### src/rtl/serial_code_lock.sv
// Serial code lock: checks a CODE_LEN-bit code entered MSB first and issues one pass/fail strobe per attempt.
// Define CODE_LOCK_LOCKOUT_EN to enable the consecutive-fail counter and the timed lockout.
module serial_code_lock #(
   parameter int                  CODE_LEN       = 4,
   parameter logic [CODE_LEN-1:0] CODE           = 4'b1011,
   parameter int                  MAX_FAIL       = 3,
   parameter int                  LOCKOUT_CYCLES = 16
) (
   input  logic clk,
   input  logic rstn,
   input  logic ser_valid,
   input  logic ser_data,
   output logic output_valid,
   output logic out,
   output logic locked
);

   localparam int IDX_W = $clog2(CODE_LEN);
   localparam logic [IDX_W-1:0] LAST_IDX = IDX_W'(CODE_LEN - 1);

   typedef enum logic [1:0] {IDLE, SHIFT, WAIT_GAP, LOCKOUT} state_t;

   state_t             state, state_nxt;
   logic [IDX_W-1:0]   idx, idx_nxt;
   logic               vld_nxt, out_nxt;
   logic               bit_ok;
   logic [CODE_LEN-1:0] code_rev;

   // code_rev[i] is the bit expected at entry index i
   for (genvar i = 0; i < CODE_LEN; i++) begin : g_rev
      assign code_rev[i] = CODE[CODE_LEN-1-i];
   end

   assign bit_ok = (ser_data == code_rev[idx]);

`ifdef CODE_LOCK_LOCKOUT_EN
   localparam int FC_W = $clog2(MAX_FAIL + 1);
   localparam int LC_W = $clog2(LOCKOUT_CYCLES + 1);
   localparam logic [FC_W-1:0] MAX_FC   = FC_W'(MAX_FAIL);
   localparam logic [LC_W-1:0] LC_LOAD  = LC_W'(LOCKOUT_CYCLES - 1);

   logic [FC_W-1:0] fail_cnt, fail_nxt, fail_inc;
   logic [LC_W-1:0] lock_cnt, lock_nxt;

   assign fail_inc = (fail_cnt == MAX_FC) ? fail_cnt : fail_cnt + 1'b1;
   assign locked   = (state == LOCKOUT);
`else
   logic unused_cfg;
   assign unused_cfg = ^{32'(MAX_FAIL), 32'(LOCKOUT_CYCLES)};
   assign locked     = 1'b0;
`endif

   always_comb begin
      state_nxt = state;
      idx_nxt   = idx;
      vld_nxt   = 1'b0;
      out_nxt   = 1'b0;
`ifdef CODE_LOCK_LOCKOUT_EN
      fail_nxt  = fail_cnt;
      lock_nxt  = lock_cnt;
`endif
      case (state)
         IDLE, SHIFT: begin
            if (ser_valid) begin
               if (bit_ok && idx != LAST_IDX) begin
                  idx_nxt   = idx + 1'b1;
                  state_nxt = SHIFT;
               end else begin
                  vld_nxt   = 1'b1;
                  out_nxt   = bit_ok;
                  idx_nxt   = '0;
                  state_nxt = bit_ok ? IDLE : WAIT_GAP;
`ifdef CODE_LOCK_LOCKOUT_EN
                  if (bit_ok) begin
                     fail_nxt = '0;
                  end else begin
                     fail_nxt = fail_inc;
                     if (fail_inc == MAX_FC) begin
                        state_nxt = LOCKOUT;
                        lock_nxt  = LC_LOAD;
                     end
                  end
`endif
               end
            end
         end
         WAIT_GAP: begin
            // one idle edge is required to re-arm after a fail
            if (!ser_valid) state_nxt = IDLE;
         end
`ifdef CODE_LOCK_LOCKOUT_EN
         LOCKOUT: begin
            if (lock_cnt == '0) begin
               fail_nxt  = '0;
               state_nxt = WAIT_GAP;
            end else begin
               lock_nxt = lock_cnt - 1'b1;
            end
         end
`endif
         default: state_nxt = IDLE;
      endcase
   end

   always_ff @(posedge clk) begin
      if (!rstn) begin
         state        <= IDLE;
         idx          <= '0;
         output_valid <= 1'b0;
         out          <= 1'b0;
`ifdef CODE_LOCK_LOCKOUT_EN
         fail_cnt     <= '0;
         lock_cnt     <= '0;
`endif
      end else begin
         state        <= state_nxt;
         idx          <= idx_nxt;
         output_valid <= vld_nxt;
         out          <= out_nxt;
`ifdef CODE_LOCK_LOCKOUT_EN
         fail_cnt     <= fail_nxt;
         lock_cnt     <= lock_nxt;
`endif
      end
   end

endmodule

### config.mk
export PLATFORM = sky130hd
export DESIGN_NAME = serial_code_lock
export DESIGN_NICKNAME = d
export VERILOG_FILES = /design/src/rtl/serial_code_lock.sv
export SDC_FILE = /design/constraint.sdc
export NUM_CORES = 1
export LEC_CHECK = 0
export ABC_CLOCK_PERIOD_IN_PS = 2230
export CAP_MARGIN = 25
export CORE_AREA = 2 2 39 41
export CTS_BUF_LIST = sky130_fd_sc_hd__clkbuf_4 sky130_fd_sc_hd__clkbuf_8 sky130_fd_sc_hd__clkbuf_16
export DETAILED_ROUTE_END_ITERATION = 10
export DIE_AREA = 0 0 41 43
export PLACE_DENSITY = 0.46
export SYNTH_ARGS = -nofsm -noshare
export SYNTH_HDL_FRONTEND = slang
export SYNTH_SLANG_ARGS = --single-unit
export TNS_END_PERCENT = 20
### constraint.sdc
create_clock -name clk -period 2.23 [get_ports clk]
set_input_delay 0.446 -clock clk [delete_from_list [all_inputs] [get_ports clk]]
set_output_delay 0.446 -clock clk [all_outputs]
set_load 0.005 [all_outputs]
[After elaboration in Yosys (flattened, before gate mapping)]
Index checks and enable logic that the tools add are counted.
Widths: inputs -> output; s select.
Word-level totals
  flip-flop bits (word level): 6
  input bits: 4
  output and inout bits: 3
  logic and storage cells: 31
Cells by class
  add/sub/neg operators: 1
  $lt $le $gt $ge: 1
  equality and inequality tests: 6
  muxes and demuxes: 9
  bitwise logic cells: 3
  reduce and logical (&&, ||, !) cells: 7
Operators by type and width (number)
  $mux 2: 5
  $ne 2x2->1 const B: 3
  $pmux 2 s2: 1
  $reduce_and 2->1: 2
  $reduce_or 4->1: 1
  $lt 2x3->1 const B: 1
  $not 1->1: 3
  $reduce_and 3->1: 1
  $add 2x1->2 const B: 1
  $bmux 1 s2: 1
  $eq 2x1->1 const B: 1
  $eq 2x2->1 const B: 1
  $logic_not 2->1: 1
  $mux 1: 2
  $reduce_or 2->1: 1
  $eq 1x1->1: 1
  $logic_and 1x1->1: 1

[Longest topological paths before layout]
  depth after elaboration: 7
  gate-level depth with buffers: 5
  gate-level depth less buffers: 5

[Worst setup path before layout]
No wires, ideal clock.
  kind: register -> register
  start point: reg idx[1]
  end point: reg state[1]
  library setup time: 0.116 ns
  arrival time: 0.978 ns
  required time: 2.114 ns
  slack: 1.137 ns
  stages on the path, launching flop included: 6
  path buffers: 0
  clock period less this slack: 1.093 ns
  path through: dfxtp_1 > inv_1 > ha_1 > xor2_1 > mux2i_1 > and3_1
Between the ends
  longest elaborated chain between the ends: 7
Ends and longest elaborated chain
  start, declared: RTL line 24  | logic [IDX_W-1:0] idx, idx_nxt;
  start signal, assigned: RTL line 117  | idx <= idx_nxt;
  $bmux 1 s2: RTL line 34  | assign bit_ok = (ser_data == code_rev[idx]);
  $mux 1 (implied by the code): RTL line 34
  $eq 1x1->1: RTL line 34
  $mux 2 / $logic_and 1x1->1 (equally long branches): RTL line 72, 65
  $mux 2 *: RTL line 65  | if (bit_ok && idx != LAST_IDX) begin
  $mux 2 *: RTL line 64  | if (ser_valid) begin
  $pmux 2 s2 *: RTL line 62  | case (state)
  end signal, assigned: RTL line 116  | state <= state_nxt;
  end, declared: RTL line 23  | state_t state, state_nxt;
Mark *: on every way between the ends. The rest lies on a longest branch, timed or not. The select of a mux whose other input is x is not followed.
A chain may end at the register's enable or synchronous reset.

[Worst setup path after layout]
  start point: reg out
  end point: out out
RTL lines
  start, declared: RTL line 14  | output logic out,
  start signal, assigned: RTL line 119  | out <= out_nxt;
No word-level cell between the ends.

==> reports/results.md <==
| Parameter | Value |
|:---|:---|
| Result of the run | completed |
| Placed cell areas | 337 µm² |
| Combined area of all synthesized cells | 274 µm² |
| Most frequently used cell type in the post-synthesis netlist | sky130_fd_sc_hd__dfxtp_1 |
| Post-synth net total | 35 |
| Rows | 14 |
| Proportion of total power due to net switching | 24.8% |
| Clock period minus final worst setup slack | 1.49 ns |
| Final HPWL DP | 411 µm |
| Core Region | 0.00138 mm² |
| Hold Path Stages | 2 |
| P per Cell Area | 721 mW/mm² |
| Vias in the first global route | 230 |
| Insertion delay of the later-clocked pin in the worst-skew pair | 0.25 ns |
| Net switching power | 0.0643 mW |
| Post-layout total power | 0.259 mW |
| Post-Syn Area per Cell | 9.45 µm² |
| GRT Residual Overflow | 0 |
| Met2 WL post-DR | 236 µm |
| Via count | 224 |
| Flip-flop and latch count after synthesis | 6 |
| IR Drop Worst-Case VDD | 178 µV |
| Routed vias/inst | 4.31 |
| Overall die width | 41 µm |
| Total global-route track usage | 8.04% |
| Antenna viol nets, final | 0 |
| Antenna violations before repair | 0 |
| Largest net degree at the start of global routing | 8 |
| Post-Route Setup TNS | 0 ns |
| Antenna Diode Count | 0 |
| Proportion of power drawn by combinational gates | 14.0% |
| Cells after Synth | 29 |
| Starting Density | 19.8% |
| Detail Route met3 WL | 57 µm |
| First-pass GRT wire length | 890 µm |
| Crit-path max FO | 1 |
| Post-synthesis cell type count | 15 |
| Unrepaired setup endpoints after global routing | no |
| Post-layout nets | 44 |
| Critical path capture point type | primary output |
| Clock Path Buffers | 2 |
| Endpoints failing hold | 0 |
| Synthesis Warnings | 0 |
| Top_reg_cell synth | sky130_fd_sc_hd__dfxtp_1 |
| Post-detailed-route wirelength per cell | 10.7 µm |
| Die area | 0.00176 mm² |
| Crit path arrival time | 1.04 ns |
| Kind of critical path | reg2out |
| Number of clock sinks | 6 |
| Max_cap viols | 0 |
| Internal reg-to-reg setup slack | 1.00 ns |
| Cell type group with the largest total delay on the critical path | buffers and inverters |
| Top layer used by detailed routing | met4 |
| Total DRC errors in the routed layout | 0 |
| Area added between synthesis and finish | 31.0% |
| Root Buffer | sky130_fd_sc_hd__clkbuf_4 |
| 1st-pass router iterations | 4 |
| RR Endpoint | output_valid |
| Max incr delay on CP | 0.49 ns |
| Most area-consuming cells after synthesis | sky130_fd_sc_hd__dfxtp_1 (44%), sky130_fd_sc_hd__ha_1 (9.1%), sky130_fd_sc_hd__nand2b_1 (6.8%) |
| Clock Skews | 0.000187 ns |
| Number of enable-type register cells in the synthesized netlist | 0 |
| Startpoint types | flop |
| Total CTS buffers | 3 |
| Aggregate routed wire length | 557 µm |
| Worst reg2reg startpoint | idx[1] |
| TritonCTS clock tree | built |
| DR iter-0 viols | 2 |
| Met1 wire length | 236 µm |
| Fraction of power consumed by the clock network | 40.1% |
| Max Slew Vio Count | 0 |
| Top cells by instance count after synthesis | sky130_fd_sc_hd__dfxtp_1 (6), sky130_fd_sc_hd__nand2_1 (4), sky130_fd_sc_hd__nand2b_1 (3), sky130_fd_sc_hd__o22ai_1 (3) |
| Resize count post-CTS | 0 |
| Number of buffers and inverters on the critical path | 1 |
| H-tree level count | 1 |
| Cell count of the worst reg-to-reg path | 5 |
| Fraction of final layout cells sized beyond drive strength 1 | 8.33% |
| Worst path slowest cell | sky130_fd_sc_hd__clkdlybuf4s50_1 |
| Sequential power share | 45.9% |
| Fraction of the cycle the final worst path needs | 66.6% |
| Share of flip-flops with an asynchronous set or reset | 0% |
| Sequential-to-total area share from yosys stat | 43.8% |
| Max frequency | 0.673 GHz |
| Final setup viols | 0 |
| Ports | 7 |
| Cts hold-fix bufs | 0 |
| Internal power | 0.195 mW |
| Area share of the largest cell type after synthesis | 43.8% |
| Hold worst-path end | idx[1] |
| CP Cell Sequence | clkdlybuf4s50_1 |
| Die Ht | 43 µm |
| Clock-pin slew of the registers on the worst-case setup and hold paths | 0.05 ns |
| Start point of the worst min-delay path | idx[1] |
| Library cell with the largest summed area after synthesis | sky130_fd_sc_hd__dfxtp_1 |
| Static leakage power | 0.142 nW |
| Hold/Removal Path Class | reg2reg |
| IO buf count | 5 |
| Setup Buffers After CTS | 0 |
| WP data required | 1.78 ns |
| Post-route design area | 359 µm² |
| Global placer's final weighted congestion | 0.667 |
## cell families (layout without fill, tap and decap cells)
kind of cell	after synthesis	count (layout)	share of synthesized area (%)
buffers and inverters	2	9	4.11
AOI/OAI and AO/OA	3	3	6.85
other	1	1	1.37
adders and majority gates	2	2	9.13
xor gates and xnor gates	1	1	3.20
DFF	6	6	43.8
and+or+nand+nor	13	13	27.9
muxes	1	1	3.65
## placed cells by master, fill, tap and decap left out
cell type                         synthesis  final
sky130_fd_sc_hd__and2b_1                  1      1
sky130_fd_sc_hd__and3_1                   1      1
sky130_fd_sc_hd__clkbuf_4                 0      3
sky130_fd_sc_hd__clkdlybuf4s50_1          0      5
sky130_fd_sc_hd__conb_1                   1      1
sky130_fd_sc_hd__dfxtp_1                  6      6
sky130_fd_sc_hd__ha_1                     2      2
sky130_fd_sc_hd__inv_1                    1      1
sky130_fd_sc_hd__mux2i_1                  1      1
sky130_fd_sc_hd__nand2_1                  4      4
sky130_fd_sc_hd__nand2b_1                 3      3
sky130_fd_sc_hd__nand3b_1                 2      2
sky130_fd_sc_hd__nor2b_1                  1      1
sky130_fd_sc_hd__nor3b_1                  1      1
sky130_fd_sc_hd__o22ai_1                  3      3
sky130_fd_sc_hd__xor2_1                   1      1
## metrics by stage
stage / hold slack, ns / std cells / setup slack [ns] / utilization, %
after floorplan: 0.459 / 29 / 1.14 / -
after global placement: 0.476 / 49 / 0.669 / 24.3
after CTS: 0.501 / 52 / 0.736 / 25.9
after global routing: 0.503 / 52 / 0.701 / 25.9
final: 0.497 / 52 / 0.745 / 25.9
after detailed placement: 0.494 / 49 / 0.673 / 24.3
## layout make-up
cell class	count	area, µm²
Fill cell	149	1020
Multi-Input combinational cell	21	143
Tap cell	16	20.0
Inverter	1	3.75
Clock buffer	3	22.5
Timing Repair Buffer	5	50.0
Sequential cell	6	120
## power by group through the flow
stage	Sequential, mW	Clock, mW	Combinational (mW)
finish	0.119	0.104	0.0364
floorplan	0.120	0	0.0231
CTS	0.119	0.105	0.0362
global placement	0.120	0	0.0347
detailed placement	0.121	0	0.0360
global route	0.119	0.110	0.0409
## worst reg2reg max path: stages, from the launching register on
cell and delay [ns]:
sky130_fd_sc_hd__dfxtp_1 0.35, sky130_fd_sc_hd__inv_1 0.06, sky130_fd_sc_hd__ha_1 0.19, sky130_fd_sc_hd__xor2_1 0.23
sky130_fd_sc_hd__nand2b_1 0.15, sky130_fd_sc_hd__nor2b_1 0.15
## flip-flops by register name (all words and copies together), names as in the netlist
signal	cells
state	2
idx	2
out	1
output_valid	1
## worst max path at each step
stage	start	cells past startpoint	to	slack [ns]
after detailed placement	ser_data	4	output_valid	0.67
after global routing	output_valid	1	output_valid	0.70
after floorplan	idx[1]	5	state[1]	1.14
after CTS	out	1	out	0.74
after global placement	ser_data	4	output_valid	0.67
final	out	1	out	0.74
## per-layer routing
metal	vias to the layer above	GRT usage (%)
li1	109	-
met1	103	9.03
met2	9	10.3
met3	3	3.66
met4	0	8.00
met5	-	0
No activity file was read; power rests on OpenSTA's default activity.
